<file path="src/rtl/router_pkg.sv">
// Shared constants and header decoding for the router packet FIFO.
// Module parameter defaults live here; pkt_len works on any byte width up to HDR_MAX_W.
package router_pkg;
  localparam int DEF_DATA_W    = 8;
  localparam int DEF_DEPTH     = 16;
  localparam int DEF_AF_THRESH = 14;
  localparam int PTR_W         = $clog2(DEF_DEPTH);
  localparam int LEN_LSB       = 2;
  localparam int HDR_MAX_W     = 32;

  // Callers zero-extend the header in and size-cast the result down to their length width.
  function automatic logic [HDR_MAX_W-1:0] pkt_len(input logic [HDR_MAX_W-1:0] hdr);
    return hdr >> LEN_LSB;
  endfunction
endpackage

</file>
<file path="src/rtl/router_pkt_tracker.sv">
// Packet boundary tracker: a header loads len+1 remaining bytes, other strobes count down.
// Latency: o_last is combinational in the strobe cycle; no backpressure, it follows accepted ops only.
module router_pkt_tracker #(
  parameter int LEN_W = 6
) (
  input  logic             i_clk,
  input  logic             i_rst,
  input  logic             i_strobe,
  input  logic             i_is_hdr,
  input  logic [LEN_W-1:0] i_len,
  output logic [LEN_W:0]   o_rem,
  output logic             o_last
);
  localparam logic [LEN_W:0] REM_ONE = {{LEN_W{1'b0}}, 1'b1};

  logic [LEN_W:0] r_rem;

  assign o_rem  = r_rem;
  assign o_last = i_strobe && !i_is_hdr && (r_rem == REM_ONE);

  always_ff @(posedge i_clk) begin
    if (i_rst) begin
      r_rem <= '0;
    end else if (i_strobe) begin
      // A header always restarts the count, abandoning any packet in progress.
      if (i_is_hdr) begin
        r_rem <= {1'b0, i_len} + REM_ONE;
      end else if (r_rem != '0) begin
        r_rem <= r_rem - REM_ONE;
      end
    end
  end
endmodule

</file>
<file path="src/rtl/router_pkt_fifo.sv">
// Packet-aware output FIFO for one router port, entries tagged with a start-of-packet bit.
// Latency: read data one cycle after read_enb; backpressure: writes dropped when full (sticky overflow), reads ignored when empty.
module router_pkt_fifo
  import router_pkg::*;
#(
  parameter int DATA_W    = DEF_DATA_W,
  parameter int DEPTH     = DEF_DEPTH,
  parameter int AF_THRESH = DEF_AF_THRESH
) (
  input  logic                     clock,
  input  logic                     reset,
  input  logic                     soft_reset,
  input  logic                     write_enb,
  input  logic                     lfd_state,
  input  logic [DATA_W-1:0]        data_in,
  input  logic                     read_enb,
  output logic [DATA_W-1:0]        data_out,
  output logic                     out_valid,
  output logic                     sop,
  output logic                     eop,
  output logic                     full,
  output logic                     empty,
  output logic                     almost_full,
  output logic [$clog2(DEPTH):0]   count,
  output logic [$clog2(DEPTH):0]   pkt_count,
  output logic                     overflow
);
  localparam int AW    = $clog2(DEPTH);
  localparam int CW    = AW + 1;
  localparam int LEN_W = DATA_W - LEN_LSB;

  localparam logic [AW:0]   PTR_ONE = {{AW{1'b0}}, 1'b1};
  localparam logic [CW-1:0] AF_LVL  = CW'(AF_THRESH);

  logic [DATA_W:0]     r_mem [DEPTH];
  logic [AW:0]         r_wr_ptr;
  logic [AW:0]         r_rd_ptr;
  logic [CW-1:0]       r_count;
  logic [CW-1:0]       r_pkt_count;
  logic [DATA_W-1:0]   r_data_out;
  logic                r_out_valid;
  logic                r_sop;
  logic                r_eop;
  logic                r_overflow;

  logic                w_rst;
  logic                w_full;
  logic                w_empty;
  logic                w_wr_acc;
  logic                w_rd_acc;
  logic [DATA_W:0]     w_rd_entry;
  logic [LEN_W-1:0]    w_wr_len;
  logic [LEN_W-1:0]    w_rd_len;
  logic                w_wr_last;
  logic                w_rd_last;
  logic [LEN_W:0]      w_unused_wr_rem;
  logic [LEN_W:0]      w_unused_rd_rem;

  assign w_rst      = reset || soft_reset;
  assign w_full     = (r_wr_ptr[AW] != r_rd_ptr[AW]) && (r_wr_ptr[AW-1:0] == r_rd_ptr[AW-1:0]);
  assign w_empty    = (r_wr_ptr == r_rd_ptr);
  assign w_wr_acc   = write_enb && !w_full;
  assign w_rd_acc   = read_enb && !w_empty;
  assign w_rd_entry = r_mem[r_rd_ptr[AW-1:0]];
  assign w_wr_len   = LEN_W'(pkt_len(HDR_MAX_W'(data_in)));
  assign w_rd_len   = LEN_W'(pkt_len(HDR_MAX_W'(w_rd_entry[DATA_W-1:0])));

  router_pkt_tracker #(.LEN_W(LEN_W)) u_wr_trk (
    .i_clk    (clock),
    .i_rst    (w_rst),
    .i_strobe (w_wr_acc),
    .i_is_hdr (lfd_state),
    .i_len    (w_wr_len),
    .o_rem    (w_unused_wr_rem),
    .o_last   (w_wr_last)
  );

  router_pkt_tracker #(.LEN_W(LEN_W)) u_rd_trk (
    .i_clk    (clock),
    .i_rst    (w_rst),
    .i_strobe (w_rd_acc),
    .i_is_hdr (w_rd_entry[DATA_W]),
    .i_len    (w_rd_len),
    .o_rem    (w_unused_rd_rem),
    .o_last   (w_rd_last)
  );

  // Storage is deliberately not cleared on reset; the pointers define what is valid.
  always_ff @(posedge clock) begin
    if (w_wr_acc) begin
      r_mem[r_wr_ptr[AW-1:0]] <= {lfd_state, data_in};
    end
  end

  always_ff @(posedge clock) begin
    if (w_rst) begin
      r_wr_ptr    <= '0;
      r_rd_ptr    <= '0;
      r_count     <= '0;
      r_pkt_count <= '0;
      r_data_out  <= '0;
      r_out_valid <= 1'b0;
      r_sop       <= 1'b0;
      r_eop       <= 1'b0;
      r_overflow  <= 1'b0;
    end else begin
      if (w_wr_acc) begin
        r_wr_ptr <= r_wr_ptr + PTR_ONE;
      end
      if (w_rd_acc) begin
        r_rd_ptr <= r_rd_ptr + PTR_ONE;
      end
      r_count <= r_count + CW'(w_wr_acc) - CW'(w_rd_acc);

      // Idle read cycles drive zeros so downstream never sees stale bytes.
      r_data_out  <= w_rd_acc ? w_rd_entry[DATA_W-1:0] : '0;
      r_out_valid <= w_rd_acc;
      r_sop       <= w_rd_acc && w_rd_entry[DATA_W];
      r_eop       <= w_rd_last;

      if (write_enb && w_full) begin
        r_overflow <= 1'b1;
      end

      if (w_wr_last && !w_rd_last) begin
        r_pkt_count <= r_pkt_count + PTR_ONE;
      end else if (w_rd_last && !w_wr_last && (r_pkt_count != '0)) begin
        r_pkt_count <= r_pkt_count - PTR_ONE;
      end
    end
  end

  assign data_out    = r_data_out;
  assign out_valid   = r_out_valid;
  assign sop         = r_sop;
  assign eop         = r_eop;
  assign full        = w_full;
  assign empty       = w_empty;
  assign almost_full = (r_count >= AF_LVL);
  assign count       = r_count;
  assign pkt_count   = r_pkt_count;
  assign overflow    = r_overflow;
endmodule

</file>
<file path="config.mk">
export PLATFORM = sky130hd
export DESIGN_NAME = router_pkt_fifo
export DESIGN_NICKNAME = d
export VERILOG_FILES = /design/src/rtl/router_pkg.sv /design/src/rtl/router_pkt_tracker.sv /design/src/rtl/router_pkt_fifo.sv
export SDC_FILE = /design/constraint.sdc
export NUM_CORES = 1
export LEC_CHECK = 0
export CORE_AREA = 2 2 123 125
export DETAILED_ROUTE_END_ITERATION = 16
export DIE_AREA = 0 0 125 127
export PLACE_DENSITY_LB_ADDON = 0.2
export SETUP_SLACK_MARGIN = 0.1
export SLEW_MARGIN = 0
export SYNTH_ARGS = -nofsm -noshare
export SYNTH_HDL_FRONTEND = slang
export SYNTH_HIERARCHICAL = 1
export SYNTH_SLANG_ARGS = --single-unit
</file>
<file path="constraint.sdc">
create_clock -name clock -period 4.3 [get_ports clock]
set_input_delay 0.86 -clock clock [delete_from_list [all_inputs] [get_ports clock]]
set_output_delay 0.86 -clock clock [all_outputs]
set_load 0.01 [all_outputs]
</file>
==> summary.txt, run 1 <==
Outcome
  – Status: finished, final reports clean

Clocking
  – # hold bufs at CTS: 0
  – Reg clk slew, reported paths: 70 ps
  – Worst skew pair latency: 430 ps
  – Num CTS Buffers: 17
  – CTS root buffer: clkbuf_16
  – Post-CTS setup buffers: 0
  – Clock Sinks: 194
  – Post-CTS Resized: 0
  – CTS tree: yes
  – H-tree level count: 4
  – Clock buffer depth: 2

Synth
  – Cell variety after synth: 69
  – Avg Inst Size Synth: 14.6 sq um
  – Mapped Area: 8540 sq um
  – EDFF count, synth: 144
  – Synth area leader: edfxtp_1
  – Synth area leaders: edfxtp_1, dfxtp_1, mux4_2, ha_1, mux2i_1
  – Area share of the largest cell type after synthesis: 50.6%
  – Prevailing post-synth register cell: edfxtp_1
  – #FFs+latches synth: 194
  – Sequential share of the synthesized area: 62.3%
  – Syn_nets: 625
  – Synth Instances: 585
  – YS warnings: 6
  – Asr flop ratio synth: 0%

GRT
  – GRT Residual Overflow: 0
  – First-pass GRT wire length: 27.2 mm
  – Vias in the first global route: 5,053
  – Antenna violations before repair: 0
  – Total Routing Usage GR: 22.4%
  – Largest net degree at the start of global routing: 31

Floorplanning
  – Die area: 15,900 sq um
  – Cell row count: 44
  – Die extent in y: 127 um
  – Initial Util: 59.2%
  – Core area: 14,400 sq um
  – Top Ports: 39
  – Chip width: 125 um

Timing
  – FMAX: 0.287 GHz
  – Tcrit/Tclk final: 80.9%
  – Clock skew: 12.9 ps
  – Final setup margin: 820 ps
  – Slew Limit Fails: 0
  – # setup viols final: 0
  – Worst slew pin tran: 758 ps
  – Slew margin rel.: 49.3%
  – Final Hold Fails: 0
  – Accumulated negative setup slack: 0 ps
  – RSZ-0062 raised after global routing: no
  – Final min period: 3480 ps

Setup path
  – Cell Chain, Critical Path: buf_4 > mux2_2 > o221ai_1 > o22ai_1 > nor3_1 > and4_1 > nor2b_1 > inv_1 > ha_1 > a21o_1 > a21oi_1 > mux2i_1 > mux2i_1
  – Crit path top cell by count: mux2i_1
  – R2r setup slk: 820 ps
  – Critical path fanouts, max: 16
  – CP max-delay cell: mux2_2
  – Crit. End Element: register
  – CP required: 4670 ps
  – Arr. time, crit path: 3850 ps
  – Setup CP Type: reg2reg
  – Startpoint types: register
  – Max stage delay on crit path: 380 ps

Power
  – PnR Total Power: 3.80 mW
  – Maximum VDD drop: 0.000345 V
  – Leakage power: 3.29 nW
  – Pwr Density: 392 nW/um^2

Final layout
  – Fill count: 998
  – Fin util: 67.3%
  – Commonest non-fill, non-tap cell in the layout: edfxtp_1
  – Final Net Count: 676
  – Highest-count cells in the layout ignoring fill and taps: edfxtp_1, dfxtp_1, clkdlybuf4s50_1, mux4_2, inv_1
  – Area Overhead vs Synth: 13.6%
  – Layout cells sized above 1: 16.2%
  – N_diodes: 0

Routing
  – Detailed-router iteration count before antenna repair: 5
  – Via count: 5,079
  – 1st-iter DRT viols: 482
  – Average wire per standard cell: 20.6 um
  – DRT antenna net count: 0
  – Post-DR vias/cell: 6.10
  – DRT Wirelength: 17.1 mm
  – Drt drc: 0

Placement
  – Dpl ws: 546 ps
  – Dpl hpwl: 11.5 mm
  – Gpl congestion: 0.848
  – Port Buffers: 38

Hold path
  – Hold crit path type: reg2reg

Flow run
  – Max Cap Violations: 0
## final cells by class
class	instances	area (sq um)	area share (%)
multi-input cells	339	2960	30.5
clock inverters	14	144	1.48
well taps	184	230	2.37
repair buffers	54	500	5.16
flip-flops and latches	194	5330	54.9
inverters	30	113	1.16
clock buffers	18	429	4.42
## registers in the layout (all words and copies together), names as in the netlist, named ones only
register and count:
count 5, data_out 8, pkt_count 5, r_wr_ptr 5, overflow 1, r_rd_ptr 5, sop 1, eop 1
u_wr_trk/o_rem 7, r_mem 144, out_valid 1, u_rd_trk/o_rem 7
## synthesized netlist by cell type (all sizes together) (3+ instances only)
| master | instances |
|---|---|
| and3 | 16 |
| nand2b | 5 |
| edfxtp | 144 |
| mux4 | 31 |
| o21ai | 18 |
| xnor2 | 9 |
| o221ai | 5 |
| ha | 24 |
| a21o | 3 |
| a22oi | 6 |
| a211oi | 7 |
| dfxtp | 50 |
| buf | 17 |
| xor2 | 6 |
| a21oi | 26 |
| nor2b | 12 |
| nor4 | 3 |
| inv | 30 |
| nor3 | 12 |
| or3 | 4 |
| nor2 | 23 |
| o22ai | 6 |
| mux2 | 10 |
| clkbuf | 5 |
| and4 | 3 |
| nand3 | 11 |
| o211ai | 8 |
| nand4 | 7 |
| a31oi | 4 |
| and2 | 5 |
| mux2i | 17 |
| nand2 | 26 |
| or4 | 6 |
## logic make-up after synthesis
kind of cell	count (synthesis)	synth area share (%)
buffers and inverters	52	3.02
multiplexers	58	11.5
AO/OA/AOI/OAI	101	8.47
AND/OR/NAND/NOR	139	9.07
XOR/XNOR	15	1.63
flip-flops	194	62.3
adder cells (fa/ha/maj)	26	3.98
## stage by stage
| stage | instances | instance area (sq um) | hold WS (ps) |
|---|---|---|---|
| CTS | 833 | 9700 | 485 |
| detailed placement | 801 | 9130 | 471 |
| finish | 833 | 9700 | 484 |
| floorplan | 585 | 8540 | 449 |
| global placement | 801 | 9130 | 459 |
| global route | 833 | 9700 | 499 |
## final timing paths
path | depth (start not counted) | to | start
max | 13 | pkt_count[4] | register
min | 2 | overflow | overflow
max reg2reg | 13 | pkt_count[4] | register
min reg2reg | 2 | overflow | overflow
## routing by layer
layer	up-vias	global-route usage [%]	share of wire (%)
met5	-	0	0
met4	0	7.12	1.8
met3	24	5.11	6.2
met2	182	36.3	49
met1	2502	30.8	43
li1	2371	-	-
## power breakdown
| group | switching [mW] | internal, mW | total [mW] |
|---|---|---|---|
| clock network | 0.719 | 0.821 | 1.54 |
| logic | 0.135 | 0.0917 | 0.226 |
| registers | 0.0126 | 2.02 | 2.04 |
| total | 0.866 | 2.94 | 3.80 |
## worst max-delay path, delay by kind of cell (launching register included)
kind	cells	cell delay [ps]
fa+ha+maj	1	320
compound gates	4	680
simple gates	3	780
buf+inv	2	490
mux	3	790
flops	1	350
No activity file was read; power rests on OpenSTA's default activity.
==> run 2, diff against run 1 <==
- clock period: 4.3 -> 3.6 ns (I/O delays scaled with it)
==> run 2 against run 1 <==
Effect of this change:
- maximum frequency up 8.7%
- setup slack worse by 420 ps
- power up 21%
- critical endpoint unchanged
==> summary.txt, run 2 (same netlist as run 1, synthesis figures left out) <==
Clocking
  – CTS root buffer: clkbuf_16 (unchanged)
  – Num CTS Buffers: 17 (unchanged)
  – Worst skew pair latency: 430 ps (about the same)
  – H-tree level count: 4 (unchanged)
  – Clock buffer depth: 2 (unchanged)
  – CTS tree: yes (unchanged)
  – # hold bufs at CTS: 0 (unchanged)
  – Clock Sinks: 194 (unchanged)
  – Reg clk slew, reported paths: 70 ps (about the same)

Floorplanning
  – Cell row count: 44 (unchanged)
  – Initial Util: 59.2% (unchanged)
  – Die area: 15,900 sq um (unchanged)
  – Die extent in y: 127 um (unchanged)
  – Core area: 14,400 sq um (unchanged)
  – Top Ports: 39 (unchanged)
  – Chip width: 125 um (unchanged)

Timing
  – Slew Limit Fails: 0 (unchanged)
  – Accumulated negative setup slack: 0 ps (unchanged)
  – Worst slew pin tran: 762 ps (was 758 ps)
  – Hold Slack: 506 ps (was 484 ps)
  – Final min period: 3200 ps (was 3480 ps)
  – FMAX: 0.312 GHz (was 0.287 GHz)
  – # setup viols final: 0 (unchanged)
  – Final setup margin: 398 ps (was 820 ps)
  – Clock skew: 8.40 ps (was 12.9 ps)
  – Slew margin rel.: 49.0% (was 49.3%)
  – RSZ-0062 raised after global routing: no (unchanged)
  – Tcrit/Tclk final: 88.9% (was 80.9%)
  – Final Hold Fails: 0 (unchanged)

Setup path
  – Arr. time, crit path: 3560 ps (was 3850 ps)
  – Setup CP Type: reg2reg (unchanged)
  – Startpoint types: register (unchanged)
  – Crit. End Element: register (unchanged)
  – Critical path fanouts, max: 8 (was 16)
  – CP required: 3960 ps (was 4670 ps)

Final layout
  – Highest-count cells in the layout ignoring fill and taps: edfxtp_1, dfxtp_1, clkdlybuf4s50_1, mux4_2, inv_1 (unchanged)
  – Post-route non-filler standard cell count: 838 (was 833)
  – Area Overhead vs Synth: 14.4% (was 13.6%)
  – Post-route cell area: 9770 sq um (was 9700 sq um)
  – Multi-input gate area: 2970 sq um (was 2960 sq um)
  – Flip-flop count of the largest register after layout: 144 (unchanged)
  – Seq. cell area: 5330 sq um (about the same)
  – Fin util: 67.7% (was 67.3%)
  – Commonest non-fill, non-tap cell in the layout: edfxtp_1 (unchanged)
  – Fill count: 985 (was 998)
  – Final Net Count: 681 (was 676)
  – N_diodes: 0 (unchanged)
  – Layout cells sized above 1: 17.6% (was 16.2%)

Power
  – Pwr Density: 472 nW/um^2 (was 392 nW/um^2)
  – Maximum VDD drop: 0.000348 V (was 0.000345 V)
  – Leakage power: 3.32 nW (was 3.29 nW)
  – PnR Total Power: 4.61 mW (was 3.80 mW)

Routing
  – 1st-iter DRT viols: 498 (was 482)
  – Wl on met1: 7.67 mm (was 7.36 mm)
  – Drt drc: 0 (unchanged)
  – Detailed-router iteration count before antenna repair: 5 (unchanged)
  – Top routing layer used: met4 (unchanged)
  – WL met2: 8.39 mm (was 8.41 mm)
  – Average wire per standard cell: 20.6 um (about the same)
  – Via count: 5,163 (was 5,079)
  – DRT antenna net count: 0 (unchanged)
  – Met3 WL: 896 um (was 1.06 mm)
  – Post-DR vias/cell: 6.16 (was 6.10)
  – DRT Wirelength: 17.3 mm (was 17.1 mm)

Hold path
  – Hold crit path type: reg2reg (unchanged)

Flow run
  – Max Cap Violations: 0 (unchanged)

Outcome
  – Status: finished, final reports clean (unchanged)

Placement
  – Dpl hpwl: 11.8 mm (was 11.5 mm)
  – DP Cell Count: 806 (was 801)
  – Port Buffers: 38 (unchanged)
  – Gpl congestion: 0.823 (was 0.848)
  – Dpl ws: -14.4 ps (was 546 ps)
  – Post-Place Cell Area: 9170 sq um (was 9130 sq um)

GRT
  – First-pass GRT wire length: 27.5 mm (was 27.2 mm)
  – Vias in the first global route: 5,167 (was 5,053)
  – Largest net degree at the start of global routing: 31 (unchanged)
  – Total Routing Usage GR: 22.7% (was 22.4%)
  – Antenna violations before repair: 1 (was 0)
  – GRT Residual Overflow: 0 (unchanged)
## run 2: path summary, 6_finish.rpt
| check | start | end | slack [ps] | cells past startpoint |
|---|---|---|---|---|
| max | register | pkt_count[4] | 400 | 12 |
| min reg2reg | u_rd_trk/o_rem[1] | u_rd_trk/o_rem[1] | 510 | 2 |
| max reg2reg | register | pkt_count[4] | 400 | 12 |
| min | u_rd_trk/o_rem[1] | u_rd_trk/o_rem[1] | 510 | 2 |
## run 2: worst max-delay path, cell delays in order (launching register included)
cell,delay (ps)
dfxtp_1,520
mux4_2,270
mux2i_1,90
o22ai_1,280
nor3_2,100
and4_2,280
nor2b_2,250
inv_2,140
fa_1,430
a21o_1,170
a21oi_1,180
mux2i_1,250
mux2i_1,190
## run 2: timing repair
| item | CTS | global route |
|---|---|---|
| setup endpoints to repair | 1 | 1 |
| resized for setup | 2 | 4 |
| buffers inserted | 0 | 0 |
## run 2: report_power, final
part / internal, mW / total (mW) / switching [mW]
clock network: 1.05 / 1.90 / 0.854
logic: 0.112 / 0.276 / 0.164
registers: 2.42 / 2.43 / 0.0160
total: 3.58 / 4.61 / 1.03
## run 2: area by class of cell
type | instances | area share (%)
repair buffers | 59 | 5.54
clock inverters | 14 | 1.68
well taps | 184 | 2.36
multi-input cells | 339 | 30.4
flip-flops and latches | 194 | 54.5
inverters | 30 | 1.15
clock buffers | 18 | 4.39
## run 2: layer usage
metal  vias to the layer above  global-route usage, %
met5                         -                      0
met4                         0                   6.99
met3                        25                   5.23
met2                       173                   36.5
met1                      2595                   31.4
li1                       2370                      -
